### src/rtl/axi4_lite_pkg.sv
// axi4_lite_pkg: shared arbiter state encoding and AXI response codes
package axi4_lite_pkg;
  typedef enum logic [2:0] {IDLE, WADDR_DATA, WRESP, RADDR, RDATA, RESP} arb_state_t;
  localparam logic [1:0] RESP_OKAY = 2'b00;
  localparam logic [1:0] RESP_SLVERR = 2'b10;
endpackage

### src/rtl/axi4_lite_rr_arbiter.sv
// axi4_lite_rr_arbiter: one-hot grant picker, round-robin by default or fixed priority with AXI_ARB_FIXED_PRIO_EN
module axi4_lite_rr_arbiter #(
  parameter int NUM_REQ = 2
) (
  input  logic               ACLK,
  input  logic               ARESET,
  input  logic [NUM_REQ-1:0] req,
  input  logic               en,
  input  logic               upd,
  output logic [NUM_REQ-1:0] grant
);
  localparam int IW = $clog2(NUM_REQ);
  logic [IW-1:0] base, pick, idx;
  logic found;
`ifdef AXI_ARB_FIXED_PRIO_EN
  logic unused_ok;
  assign unused_ok = ^{ACLK, ARESET, upd};
  // starting one past the last index makes the scan begin at requester 0
  assign base = IW'(NUM_REQ - 1);
`else
  logic [IW-1:0] last_q, held_q;
  assign base = last_q;
  always_ff @(posedge ACLK) begin
    if (ARESET) begin
      last_q <= IW'(NUM_REQ - 1);
      held_q <= '0;
    end else begin
      if (|grant) held_q <= pick;
      if (upd) last_q <= held_q;
    end
  end
`endif
  always_comb begin
    pick = '0;
    idx = '0;
    found = 1'b0;
    for (int i = 1; i <= NUM_REQ; i++) begin
      idx = IW'((int'(base) + i) % NUM_REQ);
      if (!found && req[idx]) begin
        found = 1'b1;
        pick = idx;
      end
    end
  end
  assign grant = (en && found) ? NUM_REQ'(1) << pick : '0;
endmodule

### src/rtl/axi4_lite_arbiter.sv
// axi4_lite_arbiter: shares one AXI4-Lite master port among NUM_REQ requesters
// Grant policy selected by AXI_ARB_FIXED_PRIO_EN (fixed priority) or round-robin when undefined.
module axi4_lite_arbiter
  import axi4_lite_pkg::*;
#(
  parameter int ADDRESS = 32,
  parameter int DATA_WIDTH = 32,
  parameter int NUM_REQ = 2
) (
  input  logic                          ACLK,
  input  logic                          ARESET,
  input  logic [NUM_REQ-1:0]            REQ_VALID,
  input  logic [NUM_REQ-1:0]            REQ_WRITE,
  input  logic [NUM_REQ*ADDRESS-1:0]    REQ_ADDR,
  input  logic [NUM_REQ*DATA_WIDTH-1:0] REQ_WDATA,
  input  logic [NUM_REQ*4-1:0]          REQ_WSTRB,
  output logic [NUM_REQ-1:0]            REQ_READY,
  output logic [NUM_REQ-1:0]            RSP_VALID,
  output logic [DATA_WIDTH-1:0]         RSP_RDATA,
  output logic [1:0]                    RSP_RESP,
  output logic [ADDRESS-1:0]            M_AWADDR,
  output logic                          M_AWVALID,
  input  logic                          M_AWREADY,
  output logic [DATA_WIDTH-1:0]         M_WDATA,
  output logic [3:0]                    M_WSTRB,
  output logic                          M_WVALID,
  input  logic                          M_WREADY,
  input  logic [1:0]                    M_BRESP,
  input  logic                          M_BVALID,
  output logic                          M_BREADY,
  output logic [ADDRESS-1:0]            M_ARADDR,
  output logic                          M_ARVALID,
  input  logic                          M_ARREADY,
  input  logic [DATA_WIDTH-1:0]         M_RDATA,
  input  logic [1:0]                    M_RRESP,
  input  logic                          M_RVALID,
  output logic                          M_RREADY
);
  localparam int IW = $clog2(NUM_REQ);
  arb_state_t state, nstate;
  logic [NUM_REQ-1:0] grant;
  logic [IW-1:0] gidx, owner_q;
  logic [ADDRESS-1:0] addr_q;
  logic [DATA_WIDTH-1:0] wdata_q, rdata_q;
  logic [3:0] wstrb_q;
  logic [1:0] resp_q;
  logic aw_done, w_done;
  axi4_lite_rr_arbiter #(.NUM_REQ(NUM_REQ)) u_arb (
    .ACLK(ACLK),
    .ARESET(ARESET),
    .req(REQ_VALID),
    .en(state == IDLE),
    .upd(state == RESP),
    .grant(grant)
  );
  assign REQ_READY = grant;
  always_comb begin
    gidx = '0;
    for (int i = 0; i < NUM_REQ; i++) gidx = grant[i] ? IW'(i) : gidx;
  end
  always_ff @(posedge ACLK) begin
    if (ARESET) state <= IDLE;
    else state <= nstate;
  end
  always_comb begin
    nstate = state;
    case (state)
      IDLE:       nstate = |grant ? (REQ_WRITE[gidx] ? WADDR_DATA : RADDR) : IDLE;
      WADDR_DATA: nstate = ((aw_done || M_AWREADY) && (w_done || M_WREADY)) ? WRESP : WADDR_DATA;
      WRESP:      nstate = M_BVALID ? RESP : WRESP;
      RADDR:      nstate = M_ARREADY ? RDATA : RADDR;
      RDATA:      nstate = M_RVALID ? RESP : RDATA;
      default:    nstate = IDLE;
    endcase
  end
  always_comb begin
    M_AWVALID = (state == WADDR_DATA) && !aw_done;
    M_WVALID = (state == WADDR_DATA) && !w_done;
    M_BREADY = state == WRESP;
    M_ARVALID = state == RADDR;
    M_RREADY = state == RDATA;
    RSP_VALID = (state == RESP) ? NUM_REQ'(1) << owner_q : '0;
    RSP_RDATA = (state == RESP) ? rdata_q : '0;
    RSP_RESP = (state == RESP) ? resp_q : RESP_OKAY;
  end
  always_ff @(posedge ACLK) begin
    if (ARESET) begin
      owner_q <= '0;
      addr_q <= '0;
      wdata_q <= '0;
      wstrb_q <= '0;
      aw_done <= 1'b0;
      w_done <= 1'b0;
      rdata_q <= '0;
      resp_q <= RESP_OKAY;
    end else begin
      if (state == IDLE && |grant) begin
        owner_q <= gidx;
        addr_q <= REQ_ADDR[gidx*ADDRESS +: ADDRESS];
        wdata_q <= REQ_WDATA[gidx*DATA_WIDTH +: DATA_WIDTH];
        wstrb_q <= REQ_WSTRB[gidx*4 +: 4];
        aw_done <= 1'b0;
        w_done <= 1'b0;
        rdata_q <= '0;
        resp_q <= RESP_OKAY;
      end
      if (state == WADDR_DATA) begin
        aw_done <= aw_done | M_AWREADY;
        w_done <= w_done | M_WREADY;
      end
      if (state == WRESP && M_BVALID) resp_q <= M_BRESP;
      if (state == RDATA && M_RVALID) begin
        rdata_q <= M_RDATA;
        resp_q <= M_RRESP;
      end
    end
  end
  assign M_AWADDR = addr_q;
  assign M_ARADDR = addr_q;
  assign M_WDATA = wdata_q;
  assign M_WSTRB = wstrb_q;
endmodule

### config.mk
export PLATFORM = sky130hd
export DESIGN_NAME = axi4_lite_arbiter
export DESIGN_NICKNAME = d
export VERILOG_FILES = /design/src/rtl/axi4_lite_pkg.sv /design/src/rtl/axi4_lite_rr_arbiter.sv /design/src/rtl/axi4_lite_arbiter.sv
export SDC_FILE = /design/constraint.sdc
export NUM_CORES = 1
export LEC_CHECK = 0
export CAP_MARGIN = 5
export CELL_PAD_IN_SITES_DETAIL_PLACEMENT = 1
export CELL_PAD_IN_SITES_GLOBAL_PLACEMENT = 1
export CORE_MARGIN = 3
export CORE_UTILIZATION = 26
export CTS_CLUSTER_SIZE = 8
export DETAILED_ROUTE_END_ITERATION = 6
export PLACE_DENSITY_LB_ADDON = 0.2
export SYNTH_ARGS = -nofsm -noshare
export SYNTH_HDL_FRONTEND = slang
export SYNTH_SLANG_ARGS = --single-unit
### constraint.sdc
create_clock -name ACLK -period 2.5 [get_ports ACLK]
set_input_delay 0.25 -clock ACLK [delete_from_list [all_inputs] [get_ports ACLK]]
set_output_delay 0.25 -clock ACLK [all_outputs]
set_load 0.02 [all_outputs]
# Yosys cells after proc, flatten, opt, wreduce, memory -nomap -nowiden
# Cells that the tools add are included.
# word_totals
memories	0
mem_bits_ro	0
latchBits	0
in_bits	183
mem_bits_rw	0
output_inout_bits	143
register_bits	110
word_cells	76
# op_classes
bitwise_logic	2
n_eq_ne	5
n_div	0
n_shift	5
muxes	30
reduce_logical	18
multipliers	0
order_cmp	3
add_sub_neg	2
# op_table
cell	count
indexed part select 64 x 7 -> 32 bit	2
2-to-1 mux 32 bit	3
2-to-1 mux 2 bit	9
2-to-1 mux 1 bit	15
case mux 3 bit (5 select lines)	1
logical AND 1 bit	8
indexed part select 8 x 4 -> 4 bit	1
== test 3 x 2 -> 1 bit, second input constant	2
== test 3 bit, second input constant	2
less-than comparator 1 x 2 -> 1 bit, second input constant	3
2-to-1 mux 3 bit	2
nonzero test 2 bit	2
left shift 1 x 1 -> 2 bit, first input constant	2
== test 3 x 1 -> 1 bit, second input constant	1
logical NOT 1 bit	3
logical NOT 3 bit	1
nonzero test 3 bit	1
adder 1 bit, second input constant	2
logical OR 1 bit	2
bitwise OR 1 bit	2
OR reduction 2 bit	1

# Longest topological paths before layout
# depth
depth_word	15
mapped_depth	7
mapped_depth_nobuf	3

# Modules after synthesis
# From an unflattened synthesis, not the netlist that was laid out.
# hier_totals
cells_unflattened	605
area_unflattened_um2	5848.1
# modules_own_cells
module	instances	cells_each	area_per_inst_um2
axi4_lite_arbiter	1	593	5756.8
axi4_lite_rr_arbiter	1	12	91.3

# Least setup slack after synthesis
# Ideal clock, no wire load.
# synth_path
kind	reg-to-output
start	reg state[2]
end	out REQ_READY[0]
setup_slack_ns	0.656
path_buffers	2
stages_incl_launch_ff	6
t_arrival_ns	1.594
path_cell_list	dfxtp_1 > clkbuf_1 > nor3_1 > buf_2 > o21ai_0 > nor2_1
# synth_between
elab_chain_len	3
# synth_rtl
item	line_no	text
start, declared	axi4_lite_arbiter.sv:40	arb_state_t state, nstate;
start signal, assigned	axi4_lite_arbiter.sv:63	else state <= nstate;
logical NOT 3 bit	axi4_lite_arbiter.sv:52	.en(state == IDLE),
logical AND 1 bit	axi4_lite_rr_arbiter.sv:45	assign grant = (en && found) ? NUM_REQ'(1) << pick : '0;
2-to-1 mux 2 bit	axi4_lite_rr_arbiter.sv:45	
end, declared	axi4_lite_arbiter.sv:17	output logic [NUM_REQ-1:0] REQ_READY,
# No other way between the ends.

# Worst setup path after layout
# layout_path
start	reg state[1]
end	out M_BREADY
# layout_between
elab_chain_len	1
# layout_rtl
item	line_no	text
== test 3 x 2 -> 1 bit	axi4_lite_arbiter.sv:79	M_BREADY = state == WRESP;
end, declared	axi4_lite_arbiter.sv:30	output logic M_BREADY,
# No other way between the ends.

==> metrics.md <==
| Metric | Value |
|---|---|
| Largest net degree at the start of global routing | `56` |
| Cts bufs inserted | `9` |
| Die ar. | `23,100 um2` |
| DRT Wirelength | `22.1 mm` |
| Reg-to-Reg Start | `state[1]$_SDFF_PP0_` |
| Io pins | `326` |
| Residual DRC | `0` |
| First-iteration detailed-routing DRC count | `221` |
| Maxcap violations | `0` |
| Final Hold Fails | `0` |
| CP max FO | `11` |
| Placer Congestion | `0.727` |
| Post-synthesis register bit count | `110` |
| Area grow syn2layout | `67.2%` |
| Fill cell count | `2,401` |
| Fin Setup TNS | `0 ps` |
| CP required | `2250 ps` |
| Asr flop ratio synth | `0` |
| Via Count | `5,706` |
| H-tree Lvls | `3` |
| DR WL/cell | `18.3 um` |
| Worst skew pair latency | `350 ps` |
| Synth unique cells | `39` |
| Cell depth of the worst flop-to-flop path | `4` |
| Clock Sinks | `110` |
| Worst Hold Class | `primary input to register` |
| Die W | `152 um` |
| Post-synth top cells | `dfxtp_1, a21oi_1, nor2_1, inv_1, clkbuf_1` |
| Num rows | `52` |
| Max VDD drop | `0.307 mV` |
| Most common cell in the netlist | `dfxtp_1` |
| Post-Route Skew | `14.4 ps` |
| Upper clock frequency limit | `0.423 GHz` |
| Die height | `152 um` |
| Number of global-route vias before repair | `6,073` |
| Critical Path End Type | `primary output` |
| Initial Util | `0.269` |
| Post-synthesis cell count | `671` |
| Post-route ant nets | `0` |
| # Post-CTS Setup Buffers | `0` |
| Core Region | `20,600 um2` |
| Placed cell area | `8910 um2` |
| Register area share after synthesis | `0.398` |
| Setup repair after global routing missed its margin | `false` |
| Yosys top cell by area | `dfxtp_1` |
| CTS tree | `built` |
| Ys Warns | `0` |
| Ranking of synthesized cells by area | `dfxtp_1, a21oi_1, o32ai_2, o32ai_1, nor2_1` |
| Synthesized area per cell | `8.25 um2` |
| Port bufs | `325` |
| Startpoint types | `register` |
| Yosys top cell area share | `0.398` |
| Worst-Margin Slew | `593 ps` |
| Final Cycle Share | `0.945` |
| Post-synth EDFFs | `0` |
| Slew Limit Headroom | `0.604` |
| Pleak | `3.26 nW` |
| Vias/cell | `4.74` |
| Post-route cell area | `9260 um2` |
| Net Count, Synth | `854` |
| Post-synth top flop | `dfxtp_1` |
| PD cells | `836 nW/um2` |
| Root Driver | `clkbuf_16` |
| Crit path DAT | `2110 ps` |
| Hold wc startpoint | `M_RDATA[26]` |
| Final setup fails | `0` |
| Maximum clock path buffer count | `2` |
| Critical setup path kind | `register to primary output` |
| Dpl hpwl | `15.8 mm` |
| Outcome | `finished clean` |
| Post-layout minimum cycle time | `2360 ps` |
| R2R Setup Slk | `370 ps` |
| Worst r2r dst | `M_WDATA[25]$_SDFFE_PP0P_` |
| DRT Pass-1 Iters | `4` |
| Total GRT Usage | `0.184` |
| Share of layout cells above drive strength 1 | `0.0824` |
| First-pass GRT wire length | `34.8 mm` |
| Mapped Area | `5540 um2` |
| Hold EP | `rdata_q[26]$_SDFFE_PP0P_` |
| Overflow after GRT | `0` |
| Nets | `1,113` |
| Diodes inserted | `0` |
| Clk slew on worst S/H paths | `80 ps` |
| Hold Crit Depth | `3` |
| Pins Over Slew Limit | `0` |
| Initial antenna violation count | `0` |
-- layout make-up --
cell class / instances / area [um2] / share of cell area
multi-input combinational: 393 / 2600 / 0.281
sequential: 110 / 2200 / 0.238
timing repair buffer: 347 / 3520 / 0.380
inverter: 69 / 259 / 0.0280
tap: 270 / 338 / 0.0365
clock inverter: 5 / 104 / 0.0112
clock buffer: 11 / 243 / 0.0262
-- critical path: stages, from the launching register on --
cell             delay, ps
dfxtp_1                580
nor2b_1                370
nor2b_1                200
clkdlybuf4s50_1        620
-- metal layers --
metal,wire length [um],up-vias,track usage
met2,10800,194,0.313
met4,285,0,0.0458
met5,0,-,0
met3,1480,16,0.0529
li1,-,2806,-
met1,9530,2690,0.228
-- registers in the layout, summed over array words and instances, names as in the netlist, 2 cells and up --
signal,count
resp_q,2
M_ARADDR,32
state,3
M_WSTRB,4
rdata_q,32
M_WDATA,32
-- stage by stage --
stage	setup WS, ps	hold slack, ps	total power, mW	cells	utilization
2_1_floorplan	656	386	4.48	671	-
3_3_place_gp	398	441	6.09	1189	0.433
3_5_place_dp	388	448	6.10	1189	0.433
4_1_cts	22.8	425	7.86	1205	0.450
5_1_grt	5.05	445	8.18	1205	0.451
6_report	137	442	7.74	1205	0.451
-- worst max-delay path by stage --
stage	startpoint	endpoint	slack (ps)	cells after the start
after floorplan	state[2]$_SDFF_PP0_	REQ_READY[0]	660	5
after global placement	REQ_VALID[1]	REQ_READY[1]	400	5
after detailed placement	state[2]$_SDFF_PP0_	M_WDATA[25]$_SDFFE_PP0P_	390	4
after CTS	state[2]$_SDFF_PP0_	REQ_READY[0]	20	4
after global routing	state[1]$_SDFF_PP0_	M_BREADY	5	3
final	state[1]$_SDFF_PP0_	M_BREADY	140	3
-- power by group --
part	internal, mW	switching, mW	total [mW]
clock	1.01	0.696	1.71
combinational	1.66	1.98	3.65
sequential	2.11	0.280	2.39
total	4.78	2.96	7.74
-- cell usage in the layout, fill, tap and decap left out, types with 2 or more instances in the layout --
master and count:
clkdlybuf4s50_1 325, dfxtp_1 109, a21oi_1 103, nor2_1 72
inv_1 69, o32ai_1 37, nand2_1 36, and2_1 36
o211ai_1 32, o32ai_2 30, buf_4 14, clkbuf_16 9
buf_12 8, o21ai_0 7, nor2b_1 7, mux2i_1 3
bufinv_16 3, nor3b_1 2, a211oi_1 2, nand3b_1 2
o41ai_1 2
-- cells by family after synthesis --
logic type      share of synthesized area
compound gates                      0.314
buf+inv                             0.143
simple gates                        0.141
flops                               0.398
mux                               0.00542
-- repair_timing --
item,in CTS,in global routing
setup endpoints to repair,0,1
gates resized for setup,0,2
hold endpoints to repair,0,0
hold buffers,0,0
Note: power is estimated with default switching activity, not from simulation.
